## src/rtl/word_shift_pkg.sv

```systemverilog
// +--------------------------------------------------------------------+
// | Module   : word_shift_pkg                                          |
// | Brief    : Shared types, limits and helpers for the word-shift path |
// | Revision : 1.0  initial release                                    |
// +--------------------------------------------------------------------+
`default_nettype none

package word_shift_pkg;

    typedef logic [7:0] byte_t;

    localparam int WORD_BYTES_MAX = 8;

    typedef enum logic [0:0] {
        ST_FILL = 1'b0,
        ST_HOLD = 1'b1
    } pack_state_e;

    function automatic logic even_parity8(input byte_t b);
        return ^b;
    endfunction

endpackage

`default_nettype wire

```

## src/rtl/word_shift_out_reg.sv

```systemverilog
// +--------------------------------------------------------------------+
// | Module   : word_shift_out_reg                                      |
// | Brief    : Single-entry valid/ready output register                |
// | Revision : 1.0  initial release                                    |
// +--------------------------------------------------------------------+
`default_nettype none

module word_shift_out_reg #(
    parameter int PAYLOAD_W = 8
) (
    input  logic                 clk,
    input  logic                 rst,
    input  logic                 i_load,
    input  logic [PAYLOAD_W-1:0] i_payload,
    input  logic                 i_out_ready,
    output logic                 o_slot_free,
    output logic                 o_out_valid,
    output logic [PAYLOAD_W-1:0] o_payload
);

    logic                 r_valid;
    logic [PAYLOAD_W-1:0] r_payload;

    assign o_slot_free = !r_valid || i_out_ready;
    assign o_out_valid = r_valid;
    assign o_payload   = r_payload;

    // Payload only changes on load, so it stays stable while stalled.
    always_ff @(posedge clk) begin
        if (rst) begin
            r_valid   <= 1'b0;
            r_payload <= '0;
        end else if (i_load) begin
            r_valid   <= 1'b1;
            r_payload <= i_payload;
        end else if (i_out_ready) begin
            r_valid   <= 1'b0;
        end
    end

endmodule

`default_nettype wire

```

## src/rtl/word_shift_packer.sv

```systemverilog
// +--------------------------------------------------------------------+
// | Module   : word_shift_packer                                       |
// | Brief    : Packs shifted bytes into PACK_N-byte valid/ready words;  |
// |            optional per-lane parity via WORD_PACK_PARITY_EN.       |
// | Revision : 1.0  initial release                                    |
// +--------------------------------------------------------------------+
`default_nettype none

module word_shift_packer
    import word_shift_pkg::*;
#(
    parameter  int PACK_N = 4,
    localparam int CW     = $clog2(PACK_N + 1)
) (
    input  logic                  clk,
    input  logic                  rst,
    input  logic                  in_valid,
    output logic                  in_ready,
    input  logic [7:0]            in_data,
    input  logic                  flush,
    output logic                  out_valid,
    input  logic                  out_ready,
    output logic [8*PACK_N-1:0]   out_data,
    output logic [CW-1:0]         out_count,
    output logic                  out_last
`ifdef WORD_PACK_PARITY_EN
    ,
    output logic [PACK_N-1:0]     out_parity
`endif
);

    localparam int c_DATA_W = 8 * PACK_N;
`ifdef WORD_PACK_PARITY_EN
    localparam int c_PAY_W  = 1 + CW + c_DATA_W + PACK_N;
`else
    localparam int c_PAY_W  = 1 + CW + c_DATA_W;
`endif

    pack_state_e         r_state;
    pack_state_e         w_state_nxt;
    logic [c_DATA_W-1:0] r_acc;
    logic [CW-1:0]       r_acc_cnt;
    logic                r_flush_pend;

    logic                w_accept;
    logic [CW-1:0]       w_n;
    logic [c_DATA_W-1:0] w_acc_new;
    logic                w_flush_close;
    logic                w_close;
    logic                w_load;
    logic                w_slot_free;
    logic [c_PAY_W-1:0]  w_load_payload;
    logic [c_PAY_W-1:0]  w_out_payload;

    // FILL is exactly (acc_cnt < PACK_N && !flush_pend).
    assign in_ready = (r_state == ST_FILL);
    assign w_accept = in_valid && in_ready;

    always_comb begin
        w_acc_new = r_acc;
        for (int i = 0; i < PACK_N; i++) begin
            if (w_accept && (r_acc_cnt == CW'(i))) begin
                w_acc_new[8*i +: 8] = in_data;
            end
        end
    end

    // Close decisions use the post-accept count; a full word is never a flush close.
    assign w_n           = r_acc_cnt + CW'(w_accept);
    assign w_flush_close = (flush || r_flush_pend) && (w_n != '0) && (w_n < CW'(PACK_N));
    assign w_close       = (w_n == CW'(PACK_N)) || w_flush_close;
    assign w_load        = w_close && w_slot_free;

    always_comb begin
        w_state_nxt = r_state;
        case (r_state)
            ST_FILL: if (w_close && !w_slot_free) w_state_nxt = ST_HOLD;
            ST_HOLD: if (w_slot_free)             w_state_nxt = ST_FILL;
            default:                              w_state_nxt = ST_FILL;
        endcase
    end

    always_ff @(posedge clk) begin
        if (rst) begin
            r_state      <= ST_FILL;
            r_acc        <= '0;
            r_acc_cnt    <= '0;
            r_flush_pend <= 1'b0;
        end else begin
            r_state <= w_state_nxt;
            if (w_load) begin
                r_acc        <= '0;
                r_acc_cnt    <= '0;
                r_flush_pend <= 1'b0;
            end else begin
                r_acc        <= w_acc_new;
                r_acc_cnt    <= w_n;
                r_flush_pend <= r_flush_pend || w_flush_close;
            end
        end
    end

`ifdef WORD_PACK_PARITY_EN
    logic [PACK_N-1:0] w_parity;

    always_comb begin
        w_parity = '0;
        for (int i = 0; i < PACK_N; i++) begin
            w_parity[i] = even_parity8(w_acc_new[8*i +: 8]);
        end
    end

    assign w_load_payload = {w_flush_close, w_n, w_acc_new, w_parity};
    assign {out_last, out_count, out_data, out_parity} = w_out_payload;
`else
    assign w_load_payload = {w_flush_close, w_n, w_acc_new};
    assign {out_last, out_count, out_data} = w_out_payload;
`endif

    word_shift_out_reg #(
        .PAYLOAD_W (c_PAY_W)
    ) u_out_reg (
        .clk         (clk),
        .rst         (rst),
        .i_load      (w_load),
        .i_payload   (w_load_payload),
        .i_out_ready (out_ready),
        .o_slot_free (w_slot_free),
        .o_out_valid (out_valid),
        .o_payload   (w_out_payload)
    );

endmodule

`default_nettype wire

```

## config.mk

```make
export PLATFORM = sky130hd
export DESIGN_NAME = word_shift_packer
export DESIGN_NICKNAME = d
export VERILOG_FILES = /design/src/rtl/word_shift_pkg.sv /design/src/rtl/word_shift_out_reg.sv /design/src/rtl/word_shift_packer.sv
export SDC_FILE = /design/constraint.sdc
export NUM_CORES = 1
export LEC_CHECK = 0
export ABC_AREA = 1
export CAP_MARGIN = 10
export CORE_MARGIN = 2
export CORE_UTILIZATION = 40
export DETAILED_ROUTE_END_ITERATION = 6
export PLACE_DENSITY = 0.73
export SYNTH_ARGS = -nofsm -noshare
export SYNTH_HDL_FRONTEND = slang
export SYNTH_SLANG_ARGS = --single-unit
```

## constraint.sdc

```tcl
create_clock -name clk -period 2.18 [get_ports clk]
set_input_delay 0.436 -clock clk [delete_from_list [all_inputs] [get_ports clk]]
set_output_delay 0.436 -clock clk [all_outputs]
set_load 0.01 [all_outputs]
```

==> flow_summary.ini <==
[placed_design]
routabilityCongestion = 0.831
place_hpwl_mm = 4.44
port_buffers = 50
placed_area_um2 = 3670
dpl_worst_slack_ns = -0.348
dp_cells = 577

[critical_path]
slowest_stage = dfxtp_1
startpoint_type = register
worstPathMaxFanout = 8
crit_required_ns = 2.43
worstSetupPathType = register to register
max_stage_delay_ns = 0.47
ff2ff_setup_slack_ns = 0.16
critical_path.cell_chain = nor2_4 > ha_4 > ha_4 > nor2_4 > nor2_4 > nand2_2 > a21oi_4 > buf_12 > buf_12 > nand2_1 > nand2_1 > nor2_1
end_kind = register
path_common_cell = nor2_4
critPathArrivalTime_ns = 2.27

[synth]
synthTopCellsByCount = nand2_1 (124), nor2_1 (113), dfxtp_1 (74)
synthArstFlopShare = 0
yosysMostFrequentCell = nand2_1
yosysTopAreaCell = dfxtp_1
synth_top_cell_area_share = 0.505
synth_cell_types = 20
synth_nets = 440
synth_edf_count = 0
synthCells = 425
yosys_register_bits = 74
yosys-top-cells-area = dfxtp_1 (50%), nand2_1 (16%), nor2_1 (14%)
synth_area_um2 = 2940
synth-seq-area-share = 0.505
avgSynthCellArea_um2 = 6.91
synth-main-ff-cell = dfxtp_1
synth-warning-count = 0

[sta]
slew_viol_final = 0
finalCritPeriodShare = 0.925
finalSetupViolations = 0
slew_headroom = 0.631
setup_ws_ns = 0.163
min_period_ns = 2.02
rsz0062_at_grt = no
skew_ns = 0.00485
hold_violations = 0
fmaxAchievable_ghz = 0.496
tightest_slew_ns = 0.552

[die]
die_w_um = 89.7
rows = 31
start_util = 0.409
core_area_um2 = 7180
dieArea_um2 = 8040
die_h_um = 89.7
pin_count = 51

[grt]
grt_pass1_wl_mm = 10.4
antenna_found_initial = 0
grt_max_degree = 39
grt_pass1_vias = 2407
overflow = 0
grt_util_all_layers = 0.169

[final_layout]
fin_area_um2 = 4080
area_growth_pct = 38.9
instances_no_fill = 602
regArea_um2 = 1480
fin_nets = 513
drive_above_1_share = 0.117
diodes = 0
fill_cells = 647
multi_input_area_um2 = 1230

[cts]
ctsHoldBuffers = 0
cts_tree = done
clock_path_buffers = 2
htree_levels = 3
cts_sinks = 74
clock-root-buffer = clkbuf_8
clkTransAtPathRegs_ns = 0.07
clock_latency_ns = 0.35
numCtsBuffers = 9

[detailed_routing]
wirelength_mm = 7.00
drc_errors = 0
vias = 2701
routed_via_density = 4.49
wl_per_cell_um = 11.6
first_iter_violations = 137
final_antenna_net_count = 0
dr.pass1.iters = 4

[run_status]
status = finished, final reports clean

[power]
p_per_area_nw_per_um2 = 968
vdd_ir_drop_max_mv = 0.436
p_sw_frac = 0.310
power.leakage_uw = 0.00188
internal-power_uw = 2720
p_comb_frac = 0.337
clkPwrFrac = 0.250
p_switching_uw = 1220
seq_power_share = 0.413

[flow_run]
maxCapViolations = 0

[min_path]
min_path_type = register to register
## routing by layer
metal / global-route usage / vias to the layer above / routed length (um)
li1: - / 1421 / -
met1: 0.195 / 1221 / 3090
met2: 0.285 / 47 / 3370
met3: 0.0567 / 12 / 396
met4: 0.0746 / 0 / 139
met5: 0 / - / 0
## through the flow
step / TNS (ns) / power [uW] / hold WS (ns) / util
6_report: 0 / 3950 / 0.473 / 0.568
5_1_grt: 0 / 4180 / 0.510 / 0.568
4_1_cts: 0 / 3750 / 0.479 / 0.538
3_5_place_dp: -22.37 / 2770 / 0.465 / 0.512
3_3_place_gp: -18.56 / 2750 / 0.455 / 0.512
2_1_floorplan: 0 / 2280 / 0.452 / -
## cell type report
class	instances	share of cell area
clock buffers	14	0.0423
well taps	99	0.0304
clock inverters	2	0.00245
repair buffers	78	0.212
flip-flops and latches	74	0.363
multi-input cells	284	0.302
inverters	51	0.0469
## critical path: cells and delay by family (launching register included)
kind                       cells  cell delay [ns]
and+or+nand+nor                7             0.50
adders and majority gates      2             0.43
DFF                            1             0.47
AOI/OAI and AO/OA              1             0.23
buffers and inverters          2             0.30
## layout by cell type (no fill, tap or decap), types with 3 or more instances in the layout
master / Yosys / final
nand2_1: 124 / 121
nor2_1: 113 / 110
dfxtp_1: 74 / 74
clkdlybuf4s50_1: 0 / 49
inv_1: 49 / 48
nand3_1: 18 / 17
buf_4: 1 / 16
clkbuf_8: 0 / 12
o21ai_1: 11 / 11
o21ai_0: 7 / 7
buf_12: 0 / 6
nand2_2: 1 / 4
clkbuf_16: 0 / 4
inv_2: 2 / 3
nor2_4: 0 / 3
a21oi_1: 3 / 3
## path summary, 6_finish.rpt
check                                from                      end  depth (start not counted)
setup / recovery                  r_state  u_out_reg.o_payload[22]                         12
hold / removal    u_out_reg.o_payload[35]  u_out_reg.o_payload[35]                          2
setup reg to reg                  r_state  u_out_reg.o_payload[22]                         12
hold reg to reg   u_out_reg.o_payload[35]  u_out_reg.o_payload[35]                          2
## repair_timing
action,CTS,global route
gates resized for setup,0,15
buffers inserted,0,3
endpoints found under the setup margin,0,73
## state kept, by name, indices dropped and copies added (netlist names)
signal,flops
u_out_reg.o_payload,36
u_out_reg.o_out_valid,1
r_flush_pend,1
r_state,1
r_acc_cnt,3
r_acc,32
## power by group through the flow
| stage | combinational, uW | clock (uW) | sequential, uW |
|---|---|---|---|
| final | 1330 | 988 | 1630 |
| after global routing | 1470 | 1060 | 1650 |
| after CTS | 1120 | 997 | 1630 |
| after detailed placement | 1120 | 0 | 1660 |
| after global placement | 1100 | 0 | 1660 |
| after floorplan | 565 | 0 | 1720 |
## cell families after synthesis
logic type / after synthesis / synth area share
buf+inv: 67 / 0.0985
flops: 74 / 0.505
compound gates: 23 / 0.0413
fa+ha+maj: 2 / 0.00852
simple gates: 259 / 0.347
Note: power is estimated with default switching activity, not from simulation.
